<file path="src/rtl/uart_param.sv">
// Generic FIFO: first-word fall-through, registered full/empty flags.
// Latency: a write is visible at rd_dat one clk later; a read advances the head one clk later.
// Backpressure: wr ignored when full unless rd is in the same cycle; rd ignored when empty.
module uart_fifo #(
    parameter int W  = 8,
    parameter int AW = 2
) (
    input  logic         clk,
    input  logic         reset,
    input  logic         wr,
    input  logic         rd,
    input  logic [W-1:0] wr_dat,
    output logic [W-1:0] rd_dat,
    output logic         full,
    output logic         empty
);
    logic [W-1:0]  mem [2**AW];
    logic [AW-1:0] wr_ptr, rd_ptr, wr_nxt, rd_nxt;
    logic          wr_en, rd_en;

    assign wr_en  = wr && (!full || rd);
    assign rd_en  = rd && !empty;
    assign wr_nxt = wr_ptr + AW'(1);
    assign rd_nxt = rd_ptr + AW'(1);
    // Gate the head so the outputs read zero whenever nothing is stored.
    assign rd_dat = empty ? '0 : mem[rd_ptr];

    always_ff @(posedge clk) begin
        if (wr_en) mem[wr_ptr] <= wr_dat;
    end

    always_ff @(posedge clk or negedge reset) begin
        if (!reset) begin
            wr_ptr <= '0;
            rd_ptr <= '0;
            full   <= 1'b0;
            empty  <= 1'b1;
        end else begin
            if (wr_en) wr_ptr <= wr_nxt;
            if (rd_en) rd_ptr <= rd_nxt;
            if (wr_en && !rd_en) begin
                empty <= 1'b0;
                full  <= (wr_nxt == rd_ptr);
            end else if (rd_en && !wr_en) begin
                full  <= 1'b0;
                empty <= (rd_nxt == wr_ptr);
            end
        end
    end
endmodule

// Full-duplex UART with runtime baud divisor and parity, TX/RX FIFOs and per-byte error flags.
// Latency: TX frame starts at the first baud tick after a write; RX byte visible 1 clk after the stop sample.
// Backpressure: wr_uart ignored while tx_full; RX frames dropped (overrun set) while the RX FIFO is full.
module uart_param #(
    parameter int DBIT    = 8,
    parameter int SB_TICK = 16,
    parameter int FIFO_W  = 2
) (
    input  logic            clk,
    input  logic            reset,
    input  logic [10:0]     dvsr,
    input  logic [1:0]      par_mode,
    input  logic            wr_uart,
    input  logic [DBIT-1:0] w_data,
    output logic            tx_full,
    output logic            tx,
    input  logic            rx,
    input  logic            rd_uart,
    output logic            rx_empty,
    output logic [DBIT-1:0] r_data,
    output logic            r_perr,
    output logic            r_ferr,
    output logic            overrun,
    input  logic            clr_err
);
    localparam int SW = $clog2((SB_TICK > 16) ? SB_TICK : 16);
    localparam logic [SW-1:0] S_LAST = SW'(15);
    localparam logic [SW-1:0] S_MID  = SW'(7);
    localparam logic [SW-1:0] S_STOP = SW'(SB_TICK - 1);
    localparam logic [2:0]    N_LAST = 3'(DBIT - 1);

    typedef enum logic [2:0] {IDLE, START, DATA, PARITY, STOP} state_t;

    logic [10:0] b_cnt, dvsr_lat;
    logic        tick;
    logic        par_on, par_odd;

    assign par_on  = (par_mode == 2'b01) || (par_mode == 2'b10);
    assign par_odd = (par_mode == 2'b10);

    // A new divisor only takes effect at the wrap, so a period is never cut short.
    assign tick = (b_cnt == dvsr_lat);

    always_ff @(posedge clk or negedge reset) begin
        if (!reset) begin
            b_cnt    <= '0;
            dvsr_lat <= '0;
        end else if (tick) begin
            b_cnt    <= '0;
            dvsr_lat <= dvsr;
        end else begin
            b_cnt    <= b_cnt + 11'd1;
        end
    end

    state_t          tx_state;
    logic [SW-1:0]   tx_s;
    logic [2:0]      tx_n;
    logic [DBIT-1:0] tx_b, tx_head;
    logic            tx_par, tx_par_on, tx_reg, tx_empty, tx_load;

    uart_fifo #(.W(DBIT), .AW(FIFO_W)) tx_fifo (
        .clk    (clk),
        .reset  (reset),
        .wr     (wr_uart),
        .rd     (tx_load),
        .wr_dat (w_data),
        .rd_dat (tx_head),
        .full   (tx_full),
        .empty  (tx_empty)
    );

    // Loading straight from the last stop tick keeps consecutive frames gap-free.
    assign tx_load = tick && !tx_empty &&
                     ((tx_state == IDLE) || ((tx_state == STOP) && (tx_s == S_STOP)));

    always_ff @(posedge clk or negedge reset) begin
        if (!reset) begin
            tx_state  <= IDLE;
            tx_s      <= '0;
            tx_n      <= '0;
            tx_b      <= '0;
            tx_par    <= 1'b0;
            tx_par_on <= 1'b0;
            tx_reg    <= 1'b1;
        end else if (tx_load) begin
            tx_state  <= START;
            tx_s      <= '0;
            tx_b      <= tx_head;
            tx_par    <= par_odd ? ~^tx_head : ^tx_head;
            tx_par_on <= par_on;
            tx_reg    <= 1'b0;
        end else if (tick) begin
            case (tx_state)
                IDLE: tx_reg <= 1'b1;
                START: begin
                    if (tx_s == S_LAST) begin
                        tx_state <= DATA;
                        tx_s     <= '0;
                        tx_n     <= '0;
                        tx_reg   <= tx_b[0];
                    end else begin
                        tx_s <= tx_s + SW'(1);
                    end
                end
                DATA: begin
                    if (tx_s == S_LAST) begin
                        tx_s <= '0;
                        tx_b <= tx_b >> 1;
                        if (tx_n == N_LAST) begin
                            if (tx_par_on) begin
                                tx_state <= PARITY;
                                tx_reg   <= tx_par;
                            end else begin
                                tx_state <= STOP;
                                tx_reg   <= 1'b1;
                            end
                        end else begin
                            tx_n   <= tx_n + 3'd1;
                            tx_reg <= tx_b[1];
                        end
                    end else begin
                        tx_s <= tx_s + SW'(1);
                    end
                end
                PARITY: begin
                    if (tx_s == S_LAST) begin
                        tx_state <= STOP;
                        tx_s     <= '0;
                        tx_reg   <= 1'b1;
                    end else begin
                        tx_s <= tx_s + SW'(1);
                    end
                end
                STOP: begin
                    if (tx_s == S_STOP) begin
                        tx_state <= IDLE;
                        tx_reg   <= 1'b1;
                    end else begin
                        tx_s <= tx_s + SW'(1);
                    end
                end
                default: tx_state <= IDLE;
            endcase
        end
    end

    assign tx = tx_reg;

    state_t          rx_state;
    logic [SW-1:0]   rx_s;
    logic [2:0]      rx_n;
    logic [DBIT-1:0] rx_b;
    logic            rx_perr, rx_wr, rx_full, rx_exp_par;
    logic [DBIT+1:0] rx_wdat, rx_head;

    assign rx_exp_par = par_odd ? ~^rx_b : ^rx_b;
    assign rx_wr      = tick && (rx_state == STOP) && (rx_s == S_STOP);
    assign rx_wdat    = {~rx, rx_perr, rx_b};

    always_ff @(posedge clk or negedge reset) begin
        if (!reset) begin
            rx_state <= IDLE;
            rx_s     <= '0;
            rx_n     <= '0;
            rx_b     <= '0;
            rx_perr  <= 1'b0;
        end else begin
            case (rx_state)
                IDLE: begin
                    if (!rx) begin
                        rx_state <= START;
                        rx_s     <= '0;
                        rx_perr  <= 1'b0;
                    end
                end
                START: begin
                    if (tick) begin
                        if (rx_s == S_MID) begin
                            rx_state <= rx ? IDLE : DATA;
                            rx_s     <= '0;
                            rx_n     <= '0;
                        end else begin
                            rx_s <= rx_s + SW'(1);
                        end
                    end
                end
                DATA: begin
                    if (tick) begin
                        if (rx_s == S_LAST) begin
                            rx_s <= '0;
                            rx_b <= {rx, rx_b[DBIT-1:1]};
                            if (rx_n == N_LAST) rx_state <= par_on ? PARITY : STOP;
                            else                rx_n     <= rx_n + 3'd1;
                        end else begin
                            rx_s <= rx_s + SW'(1);
                        end
                    end
                end
                PARITY: begin
                    if (tick) begin
                        if (rx_s == S_LAST) begin
                            rx_perr  <= rx ^ rx_exp_par;
                            rx_state <= STOP;
                            rx_s     <= '0;
                        end else begin
                            rx_s <= rx_s + SW'(1);
                        end
                    end
                end
                STOP: begin
                    if (tick) begin
                        if (rx_s == S_STOP) rx_state <= IDLE;
                        else                rx_s     <= rx_s + SW'(1);
                    end
                end
                default: rx_state <= IDLE;
            endcase
        end
    end

    uart_fifo #(.W(DBIT + 2), .AW(FIFO_W)) rx_fifo (
        .clk    (clk),
        .reset  (reset),
        .wr     (rx_wr),
        .rd     (rd_uart),
        .wr_dat (rx_wdat),
        .rd_dat (rx_head),
        .full   (rx_full),
        .empty  (rx_empty)
    );

    assign {r_ferr, r_perr, r_data} = rx_head;

    // A read in the same cycle frees the slot, so only a truly dropped frame counts.
    always_ff @(posedge clk or negedge reset) begin
        if (!reset)                              overrun <= 1'b0;
        else if (rx_wr && rx_full && !rd_uart)   overrun <= 1'b1;
        else if (clr_err)                        overrun <= 1'b0;
    end
endmodule

</file>
<file path="config.mk">
export PLATFORM = sky130hd
export DESIGN_NAME = uart_param
export DESIGN_NICKNAME = d
export VERILOG_FILES = /design/src/rtl/uart_param.sv
export SDC_FILE = /design/constraint.sdc
export NUM_CORES = 1
export LEC_CHECK = 0
export CAP_MARGIN = 20
export CORE_ASPECT_RATIO = 0.7
export CORE_UTILIZATION = 56
export CTS_BUF_LIST = sky130_fd_sc_hd__clkbuf_4 sky130_fd_sc_hd__clkbuf_8
export DETAILED_ROUTE_END_ITERATION = 16
export PLACE_DENSITY = 0.76
export SLEW_MARGIN = 5
export SYNTH_ARGS = -nofsm -noshare
export SYNTH_HDL_FRONTEND = slang
export SYNTH_SLANG_ARGS = --single-unit
export TNS_END_PERCENT = 10
</file>
<file path="constraint.sdc">
create_clock -name clk -period 3.4 [get_ports clk]
set_input_delay 0.51 -clock clk [delete_from_list [all_inputs] [get_ports clk]]
set_output_delay 0.51 -clock clk [all_outputs]
set_load 0.02 [all_outputs]
</file>
# Word-level counts from Yosys, hierarchy flattened
# Memories as Yosys holds them, arrays and structs flattened.
# Cells that the tools add are included.
# classes
n_bitwise	3
mux	79
reduce_logical	59
addsub	9
eq_ne	44
# ops
operator	n
$mux 3	26
$mux 4	11
$mux 8	5
$pmux 3 s5	2
$ne 2x2->1 const B	14
$mux 1	26
$reduce_and 6->1	3
$reduce_bool 2->1	9
$pmux 4 s4	1
$reduce_xnor 8->1	2
$reduce_xor 8->1	2
$logic_and 1x1->1	15
$ne 3x2->1 const B	5
$eq 3x2->1 const B	4
$eq 3x3->1 const B	4
$pmux 3 s2	2
$add 11x1->11 const B	1
$eq 11x11->1	1
$mux 11	1
$mux 10	1
$reduce_and 10->1	1
$logic_not 1->1	9
$reduce_and 3->1	3
$add 2x1->2 const B	4
26 further kinds	42
# word_totals
mem_bits_rw	72
register_bits	75
n_memories	2
input_bits	27
wordCells	219
out_inout_bits	14
# mem_list
memory	words	word_bits	rd	rd_clocked_by_memory_dff	write_ports	line	text
rx_fifo.mem	4	10	1	0	1	17	logic [W-1:0] mem [2**AW];
tx_fifo.mem	4	8	1	0	1	17	

# Logic depth before layout (Yosys ltp)
# Gate-level depths: netlist of the first run.
# depth
ltp_word	10
mapped_depth	11
ltp_nobuf	10

# By module
# A second synthesis of the first run with hierarchy kept.
# hier_totals
cells_unflattened	554
hier_area_um2	7058.0
# by_module_without_submodules
mod	seq_area_each_um2	instances	area_each_um2	cells_each
uart_param	1577.8	1	3542.1	369
uart_fifo (rx_fifo)	1352.5	1	1903.1	99
uart_fifo (tx_fifo)	1112.3	1	1612.8	86

# Worst setup path before layout of the first run
# Ideal clock, no wire load.
# synth_path
kind	register to register
start	register b_cnt[3]
end	memory rx_fifo.mem[0][0] (netlist name) (enable)
period_less_slack_ps	2387
path_stages_with_launch	9
setup_ps	343
path_slack_ps	1013
arrival_ps	2043
required_time_ps	3057
path_cell_list	dfrtp_1 -> xor2_1 -> nor4_2 -> and3_1 -> buf_2 -> and2_1 -> and4_1 -> buf_4 -> and2_1
# synth_between
elab_chain_cells	6
# synth_rtl
element	line	text
start: declaration	85	logic [10:0] b_cnt, dvsr_lat;
start signal: assignment	103	b_cnt <= b_cnt + 11'd1;
$eq 11x11->1	93	assign tick = (b_cnt == dvsr_lat);
$logic_and 1x1->1 (2 in a row)	209	assign rx_wr = tick && (rx_state == STOP) && (rx_s == S_STOP);
$logic_and 1x1->1	21	assign wr_en = wr && (!full || rd);
net rx_fifo.wr_en	19	logic wr_en, rd_en;
$mux 1	29	if (wr_en) mem[wr_ptr] <= wr_dat;
$mux 1 (implied by the code)	29	
end: declaration	17	
# The timed path passes the listed nets, and every way through them passes these cells.

# Final worst setup path of the first run
# layout_path
start	register rx_fifo.rd_ptr[0]
end	output port r_perr
# layout_between
elab_chain_cells	2
# layout_rtl
element	line	text
start: declaration	18	logic [AW-1:0] wr_ptr, rd_ptr, wr_nxt, rd_nxt;
start signal: assignment	40	if (rd_en) rd_ptr <= rd_nxt;
$mem_v2 4x10	-	
$mux 10	26	assign rd_dat = empty ? '0 : mem[rd_ptr];
end: declaration	72	output logic r_perr,
# No other way between the ends.

==> results of run 1 <==
==> layer usage <==
| metal | track usage (%) | vias to the layer above | routed length [microns] | part of all wire [%] |
|---|---|---|---|---|
| li1 | - | 1981 | - | - |
| met1 | 31.1 | 2031 | 5990 | 49 |
| met2 | 31.6 | 73 | 5520 | 45 |
| met3 | 6.15 | 15 | 537 | 4.4 |
| met4 | 7.77 | 0 | 129 | 1.1 |
| met5 | 0 | - | 0 | 0 |
==> cells in the mapped netlist (13+ instances only) <==
| cell type | number |
|---|---|
| inv_1 | 13 |
| xnor2_1 | 31 |
| dfrtp_1 | 72 |
| o21ai_0 | 29 |
| edfxtp_1 | 72 |
| nand2_1 | 65 |
| mux4_2 | 14 |
| ha_1 | 18 |
| clkbuf_1 | 13 |
| nor2_1 | 32 |
| xor2_1 | 17 |
| nor2b_1 | 13 |
==> logic make-up after synthesis <==
| group | count (synthesis) | share of synthesized area [%] |
|---|---|---|
| compound gates | 73 | 7.07 |
| flops | 147 | 59.6 |
| mux | 39 | 9.51 |
| xor+xnor | 48 | 6.20 |
| buf+inv | 37 | 2.31 |
| simple gates | 166 | 12.0 |
| fa+ha+maj | 18 | 3.32 |
==> worst reg2reg max path: cells and delay by family (launching register included) <==
family | cells | cell delay [ns]
compound gates | 1 | 0.27
fa+ha+maj | 1 | 0.21
buf+inv | 1 | 0.13
flops | 1 | 0.38
simple gates | 5 | 1.39
==> power by group through the flow <==
stage                     sequential [mW]  combinational [mW]  clock, mW
final                                2.20               0.672       1.53
after global routing                 2.22               0.745       1.63
after CTS                            2.20               0.679       1.55
after detailed placement             2.23               0.669          0
after global placement               2.22               0.648          0
after floorplan                      2.13               0.538          0
==> cell type report <==
cell class | count | share of cell area, %
multi-input combinational | 344 | 33.3
clock buffer | 18 | 3.12
sequential | 147 | 52.2
inverter | 14 | 0.678
clock inverter | 14 | 2.68
timing repair buffer | 44 | 5.52
tap | 157 | 2.54
==> worst paths after layout <==
kind                                   start           endpoint  slack (ns)  cells after the start
hold / removal                         reset        dvsr_lat[9]        0.19                      1
max in group asynchronous              reset           b_cnt[0]        2.58                      1
hold reg to reg                       tx_par             tx_par        0.48                      2
setup reg to reg                     tx_s[0]  tx_fifo.mem[0][6]        0.65                      8
min in group clk                      tx_par             tx_par        0.48                      2
setup / recovery           rx_fifo.rd_ptr[0]             r_perr        0.37                      3
==> stage by stage <==
stage                     util [%]  setup WS (ns)  hold WS (ns)  std cells  area, sq um
after floorplan                  -           1.01         0.214        528         6780
after detailed placement      62.0          0.648         0.473        706         7300
final                         65.8          0.374         0.191        738         7750
after global routing          65.8          0.213         0.259        738         7750
after CTS                     65.8          0.306         0.224        738         7750
after global placement        62.0          0.772         0.466        706         7300
==> results.sh, run 1 <==
export IMPL_final_cell_mix="dfrtp_1 (72), edfxtp_1 (72), nand2_1 (65), clkdlybuf4s50_1 (39), nor2_1 (32)"
export IMPL_p_int_mw=3.23
export IMPL_num_antenna_cells=0
export IMPL_grt_overflow_total=0
export IMPL_hold_path_class="in -> async"
export IMPL_routabilityCongestion=0.802
export IMPL_hold_viol=0
export IMPL_synth_area_sq_mm=0.00678
export IMPL_worstSetupPathType="reg -> out"
export IMPL_drtAntennaViolNets=0
export IMPL_die_y_microns=94.1
export IMPL_clk_pin_slew_ns=0.08
export IMPL_fin_tns_setup_ns=0
export IMPL_worst_path_buf_inv=1
export IMPL_synthDistinctLibCells=56
export IMPL_clock_latency_ns=0.45
export IMPL_htree_levels=4
export IMPL_area_delta_synth_final_pct=14.3
export IMPL_leakage_nw=3.05
export IMPL_synth_top_area_share_pct=31.9
export IMPL_ir_worst_vdd_v=0.000424
export IMPL_fin_total_pwr_mw=4.40
export IMPL_antenna_found_initial=0
export IMPL_die_area_sq_mm=0.0126
export IMPL_worst_pin_slew_ns=0.950
export IMPL_postSynthAreaPerCell_sq_um=12.8
export IMPL_drv_slew=0
export IMPL_dr_first_iter_drc_count=274
export IMPL_io_buffers=40
export IMPL_timing_critical_path_max_delay_family="flip-flops"
export IMPL_cts_hold_buf=0
export IMPL_wl_per_cell_microns=16.5
export IMPL_fin_crit_sh_pct=89.0
export IMPL_ys_flop_type="edfxtp_1"
export IMPL_switching_share_pct=26.4
export IMPL_coreArea_sq_mm=0.0118
export IMPL_grt_first_pass_wirelength_mm=20.3
export IMPL_synthArstFlopShare_pct=51.0
export IMPL_setup_viol=0
export IMPL_min_period_ns=3.03
export IMPL_rows=33
export IMPL_grt_max_degree=76
export IMPL_comb_power_share_pct=15.3
export IMPL_ys_warn_count=0
export IMPL_max_freq_ghz=0.330
export IMPL_viasPerCell=5.56
export IMPL_slew_headroom_pct=36.7
export IMPL_required_ns=2.89
export IMPL_setup_worst_path_start_class="register"
export IMPL_fin_skew_ns=0.0110
export IMPL_power_frac_seq_pct=49.9
export IMPL_cp_slowest_cell="dfrtp_1"
export IMPL_clockPowerShare_pct=34.8
export IMPL_maxCapViolations=0
export IMPL_ys_seq_elements=147
export IMPL_nFillCells=871
export IMPL_status="complete, no violations"
export IMPL_crit_chain="mux4_2 > nor2b_1 > clkdlybuf4s50_1"
export IMPL_cts_resized=0
export IMPL_dp_hpwl_mm=8.22
export IMPL_vias=4100
export IMPL_drc=0
export IMPL_fin_nets=613
export IMPL_pin_count=41
export IMPL_yosysSeqAreaShare_pct=59.6
export IMPL_seqCellArea_sq_mm=0.00404
export IMPL_multi_input_area_sq_mm=0.00258
export IMPL_synth_largest_area_cell="edfxtp_1"
export IMPL_largestRegisters="rx_fifo.mem x40, tx_fifo.mem x32"
export IMPL_clockBufferDepth=2
export IMPL_cts_num_sinks=147
export IMPL_critPathArrivalTime_ns=2.52
export IMPL_post_cts_setup_buffers=0
export IMPL_root_buffer="clkbuf_8"
export IMPL_synthesis_nets=573
export IMPL_top_register="rx_fifo.mem"
export IMPL_die_w_microns=134
export IMPL_routed_wl_mm=12.2
export IMPL_cp_max_fo=11
export IMPL_grt_pass1_vias=4047
export IMPL_endpoint_kind="output port"
export IMPL_yosys_top_cells_area="edfxtp_1 (32%), dfrtp_1 (27%), mux4_2 (4.7%)"
export IMPL_synthCells=528
export IMPL_cp_slowest_stage_delay_ns=0.77
export IMPL_p_per_area_mw_per_mm2=568
export IMPL_cts_tree="done"
export IMPL_drive_gt1_share_pct=12.0
export IMPL_synth_edf_count=72
export IMPL_p_sw_mw=1.16
export IMPL_numCtsBuffers=17
export IMPL_rsz0062_at_grt="false"
export IMPL_drt_pre_antenna_iters=4
export IMPL_largest_reg_flops=40
export IMPL_start_util_pct=57.6
export IMPL_track_usage_pct=21.7
No activity file was read; power rests on OpenSTA's default activity.
==> inputs of run 2 (changes only) <==
==> constraint.sdc (replaced) <==
create_clock -name clk -period 3.1 [get_ports clk]
set_input_delay 0.465 -clock clk [delete_from_list [all_inputs] [get_ports clk]]
set_output_delay 0.465 -clock clk [all_outputs]
set_load 0.02 [all_outputs]
==> results.sh, run 2 (synthesis gave the netlist of run 1 again) <==
export IMPL_setup_worst_path_start_class="register"
export IMPL_p_per_area_mw_per_mm2=592
export IMPL_drtAntennaViolNets=0
export IMPL_clk_pin_slew_ns=0.10
export IMPL_ir_worst_vdd_v=0.000491
export IMPL_die_y_microns=94.1
export IMPL_fin_tns_setup_ns=0
export IMPL_top_register="rx_fifo.mem"
export IMPL_setup_viol=0
export IMPL_critPathArrivalTime_ns=2.38
export IMPL_clockBufferDepth=2
export IMPL_dp_hpwl_mm=8.36
export IMPL_post_cts_setup_buffers=0
export IMPL_grt_overflow_total=0
export IMPL_cts_hold_buf=0
export IMPL_worstSetupPathType="reg -> out"
export IMPL_cp_slowest_cell="clkdlybuf4s50_1"
export IMPL_die_w_microns=134
export IMPL_final_cell_mix="dfrtp_1 (72), edfxtp_1 (72), nand2_1 (65), clkdlybuf4s50_1 (39), nor2_1 (32)"
export IMPL_r2r_end="rx_fifo.mem[1][7]"
export IMPL_crit_cells=4
export IMPL_wl_per_cell_microns=16.5
export IMPL_num_antenna_cells=0
export IMPL_clock_latency_ns=0.44
export IMPL_comb_power_share_pct=16.8
export IMPL_track_usage_pct=21.3
export IMPL_vias=4032
export IMPL_start_util_pct=57.6
export IMPL_reg2reg_setup_slack_ns=0.33
export IMPL_endpoint_kind="output port"
export IMPL_rr_worst_depth=6
export IMPL_cts_num_sinks=147
export IMPL_p_sw_mw=1.37
export IMPL_die_area_sq_mm=0.0126
export IMPL_drive_gt1_share_pct=12.4
export IMPL_power_frac_seq_pct=52.4
export IMPL_rows=33
export IMPL_required_ns=2.63
export IMPL_maxCapViolations=0
export IMPL_hold_viol=0
export IMPL_drv_slew=0
export IMPL_area_delta_synth_final_pct=13.2
export IMPL_clockPowerShare_pct=30.8
export IMPL_cp_max_fo=9
export IMPL_fin_nets=614
export IMPL_routed_wl_mm=12.2
export IMPL_fin_crit_sh_pct=91.9
export IMPL_crit_end="r_data[1]"
export IMPL_grt_pass1_vias=4132
export IMPL_grt_max_degree=76
export IMPL_cts_tree="done"
export IMPL_cts_resized=0
export IMPL_timing_critical_path_max_delay_family="buffers and inverters"
export IMPL_largest_reg_flops=40
export IMPL_largestRegisters="rx_fifo.mem x40, tx_fifo.mem x32"
export IMPL_numCtsBuffers=17
export IMPL_cp_slowest_stage_delay_ns=0.55
export IMPL_rsz0062_at_grt="false"
export IMPL_setup_slack_ns=0.252
export IMPL_max_freq_ghz=0.351
export IMPL_grt_first_pass_wirelength_mm=20.3
export IMPL_io_buffers=40
export IMPL_dr_first_iter_drc_count=252
export IMPL_crit_chain="buf_4 > mux4_2 > nor2b_1 > clkdlybuf4s50_1"
export IMPL_drt_pre_antenna_iters=4
export IMPL_crit_start="rx_fifo.rd_ptr[0]"
export IMPL_post_place_ws_ns=0.377
export IMPL_fin_skew_ns=0.0167
export IMPL_pin_count=41
export IMPL_switching_share_pct=30.1
export IMPL_hold_path_class="in -> async"
export IMPL_leakage_nw=3.02
export IMPL_status="complete, no violations"
export IMPL_p_int_mw=3.17
export IMPL_worst_pin_slew_ns=0.956
export IMPL_timing_rr_start="b_cnt[2]"
export IMPL_min_period_ns=2.85
export IMPL_antenna_found_initial=0
export IMPL_root_buffer="clkbuf_8"
export IMPL_routabilityCongestion=0.830
export IMPL_worst_path_buf_inv=2
export IMPL_htree_levels=4
export IMPL_viasPerCell=5.46
export IMPL_coreArea_sq_mm=0.0118
export IMPL_drc=0
export IMPL_slew_headroom_pct=36.3
run 2: cell type report:
| cell class | instances | area (sq um) |
|---|---|---|
| clock buffer | 17 | 234 |
| clock inverter | 15 | 135 |
| fill | 860 | 4090 |
| inverter | 14 | 52.6 |
| multi-input combinational | 344 | 2580 |
| sequential | 147 | 4040 |
| tap | 157 | 196 |
| timing repair buffer | 45 | 435 |
run 2: worst min path at each step:
| stage | cells after the start | to | from | slack [ns] |
|---|---|---|---|---|
| after floorplan | 0 | b_cnt[0] | reset | 0.17 |
| after CTS | 1 | dvsr_lat[4] | reset | 0.19 |
| after global placement | 2 | tx_par | tx_par | 0.46 |
| after detailed placement | 2 | tx_par | tx_par | 0.47 |
| final | 1 | dvsr_lat[4] | reset | 0.14 |
| after global routing | 1 | dvsr_lat[4] | reset | 0.22 |
run 2: stage by stage:
stage	cells	power, mW	hold slack (ns)	instance area (sq um)	utilization (%)
2_1_floorplan	528	2.92	0.169	6780	-
3_3_place_gp	707	3.15	0.465	7310	62.1
3_5_place_dp	707	3.19	0.471	7310	62.1
4_1_cts	739	4.58	0.186	7680	65.2
5_1_grt	739	4.77	0.216	7680	65.2
6_report	739	4.54	0.140	7680	65.2
run 2: routing by layer:
metal  vias to the layer above  routed length [microns]  part of all wire (%)  track usage (%)
li1                       1988                        -                     -                -
met2                        81                     5670                    47             33.9
met1                      1952                     5940                    49             29.8
met4                         0                      100                  0.82             7.20
met5                         -                        0                     0                0
met3                        11                      450                   3.7             3.94
run 2: power by group through the flow:
stage	combinational (mW)	sequential (mW)	clock [mW]
floorplan	0.590	2.33	0
global placement	0.740	2.41	0
detailed placement	0.769	2.42	0
CTS	0.775	2.38	1.43
global route	0.848	2.41	1.51
finish	0.761	2.38	1.40
run 2: worst register-to-register path: stages, from the launching register on:
cell and delay (ns):
dfrtp_1 0.46, xor2_1 0.17, nor4_2 0.41, and3_1 0.25, and2_1 0.21, and4_1 0.39
and2_1 0.52
==> inputs of run 3 (changes only) <==
--- a/config.mk
+++ b/config.mk
@@ -7,6 +7,7 @@
 export LEC_CHECK = 0
 export CAP_MARGIN = 20
 export CORE_ASPECT_RATIO = 0.7
+export CORE_MARGIN = 2
 export CORE_UTILIZATION = 56
 export CTS_BUF_LIST = sky130_fd_sc_hd__clkbuf_4 sky130_fd_sc_hd__clkbuf_8
 export DETAILED_ROUTE_END_ITERATION = 16
==> results.sh, run 3 (synthesis gave the netlist of run 1 again) <==
export IMPL_drtAntennaViolNets=0
export IMPL_fin_skew_ns=0.0140
export IMPL_largestRegisters="rx_fifo.mem x40, tx_fifo.mem x32"
export IMPL_r2r_end="rx_fifo.mem[0][0]"
export IMPL_root_buffer="clkbuf_8"
export IMPL_cp_max_fo=10
export IMPL_cp_slowest_stage_delay_ns=0.52
export IMPL_final_cell_mix="dfrtp_1 (72), edfxtp_1 (72), nand2_1 (65), clkdlybuf4s50_1 (39), nor2_1 (32)"
export IMPL_utilization_pct=65.5
export IMPL_fin_tns_setup_ns=0
export IMPL_worstSetupPathType="reg -> reg"
export IMPL_top_register="rx_fifo.mem"
export IMPL_drt_pre_antenna_iters=4
export IMPL_stdcell_count=740
export IMPL_start_util_pct=57.6
export IMPL_cts_tree="done"
export IMPL_drv_slew=0
export IMPL_track_usage_pct=20.8
export IMPL_cts_resized=0
export IMPL_reg2reg_setup_slack_ns=0.28
export IMPL_numCtsBuffers=17
export IMPL_grt_pass1_vias=4243
export IMPL_leakage_nw=3.04
export IMPL_largest_reg_flops=40
export IMPL_p_sw_mw=1.37
export IMPL_timing_critical_path_max_delay_family="simple AND/OR/NAND/NOR gates"
export IMPL_comb_power_share_pct=16.8
export IMPL_ir_worst_vdd_v=0.000468
export IMPL_fin_area_sq_mm=0.00771
export IMPL_cts_num_sinks=147
export IMPL_grt_max_degree=76
export IMPL_setup_slack_ns=0.284
export IMPL_setup_viol=0
export IMPL_coreArea_sq_mm=0.0118
export IMPL_post_place_ws_ns=0.276
export IMPL_rr_worst_depth=6
export IMPL_num_antenna_cells=0
export IMPL_setup_worst_path_start_class="register"
export IMPL_viasPerCell=5.58
export IMPL_area_delta_synth_final_pct=13.8
export IMPL_critPathArrivalTime_ns=2.90
export IMPL_fin_crit_sh_pct=90.8
export IMPL_clk_pin_slew_ns=0.09
export IMPL_hold_path_class="in -> async"
export IMPL_fin_nets=615
export IMPL_clockPowerShare_pct=32.0
export IMPL_rows=33
export IMPL_power_frac_seq_pct=51.2
export IMPL_worst_pin_slew_ns=0.935
export IMPL_switching_share_pct=29.5
export IMPL_hold_viol=0
export IMPL_nFillCells=874
export IMPL_routed_wl_mm=12.3
export IMPL_die_y_microns=96.1
export IMPL_timing_rr_start="b_cnt[3]"
export IMPL_rsz0062_at_grt="false"
export IMPL_clock_latency_ns=0.45
export IMPL_endpoint_kind="register"
export IMPL_dp_hpwl_mm=8.52
export IMPL_die_w_microns=136
export IMPL_pin_count=41
export IMPL_maxCapViolations=0
export IMPL_drive_gt1_share_pct=12.7
export IMPL_slew_headroom_pct=37.7
export IMPL_fin_total_pwr_mw=4.63
export IMPL_dr_first_iter_drc_count=322
export IMPL_worst_path_buf_inv=0
export IMPL_critPathMostFrequentCell="and2_1"
export IMPL_worst_hold_slack_ns=0.142
export IMPL_status="complete, no violations"
export IMPL_cts_hold_buf=0
export IMPL_placed_area_sq_mm=0.00731
export IMPL_grt_first_pass_wirelength_mm=20.6
export IMPL_grt_overflow_total=0
export IMPL_routabilityCongestion=0.749
export IMPL_htree_levels=4
export IMPL_max_freq_ghz=0.355
export IMPL_cp_slowest_cell="and2_1"
export IMPL_vias=4131
export IMPL_dpl_cell_count=708
export IMPL_die_area_sq_mm=0.0130
export IMPL_p_int_mw=3.26
export IMPL_p_per_area_mw_per_mm2=600
export IMPL_wl_per_cell_microns=16.7
export IMPL_post_cts_setup_buffers=0
export IMPL_min_period_ns=2.82
export IMPL_io_buffers=40
export IMPL_antenna_found_initial=0
export IMPL_clockBufferDepth=2
export IMPL_required_ns=3.19
export IMPL_drc=0
export IMPL_crit_chain="xor2_1 > nor4_2 > and3_1 > and2_1 > and4_1 > and2_1"
-- run 3: cell types whose count changed in the layout (fill, tap and decap cells not counted) --
cell	delta
bufinv_16	+1
buf_4	+1
clkinv_8	+1
clkinv_1	-1
clkinv_4	-1
clkinv_2	+1
inv_8	-1
-- run 3: how the worst max path moves through the flow --
stage | cells after the start | end | start | slack [ns]
floorplan | 8 | rx_fifo.mem[0][0] | b_cnt[3] | 0.71
global placement | 6 | rx_fifo.mem[2][3] | b_cnt[2] | 0.44
detailed placement | 6 | rx_fifo.mem[3][3] | b_cnt[3] | 0.28
CTS | 6 | rx_fifo.mem[3][6] | b_cnt[3] | 0.25
global route | 6 | rx_fifo.mem[0][0] | b_cnt[3] | 0.09
finish | 6 | rx_fifo.mem[0][0] | b_cnt[3] | 0.28
-- run 3: routing by layer --
layer  vias to the layer above  track usage (%)  share of wire, %
li1                       1990                -                 -
met1                      2041             29.5                49
met2                        85             32.3                46
met3                        15             4.42               3.7
met4                         0             7.81               1.1
met5                         -                0                 0
-- run 3: layout make-up --
type                    instances  area, sq um  share of cell area (%)
clock buffers                  17          234                    3.03
clock inverters                15          163                    2.11
inverters                      14         52.6                   0.681
multi-input cells             344         2580                    33.5
flip-flops and latches        147         4040                    52.4
well taps                     157          196                    2.55
repair buffers                 46          443                    5.74
-- run 3: power by group through the flow --
stage                     registers [mW]  clock network, mW  logic, mW
after floorplan                     2.33                  0      0.590
after global placement              2.40                  0      0.757
after detailed placement            2.41                  0      0.783
after CTS                           2.37               1.50      0.790
after global routing                2.39               1.59      0.866
final                               2.37               1.48      0.777
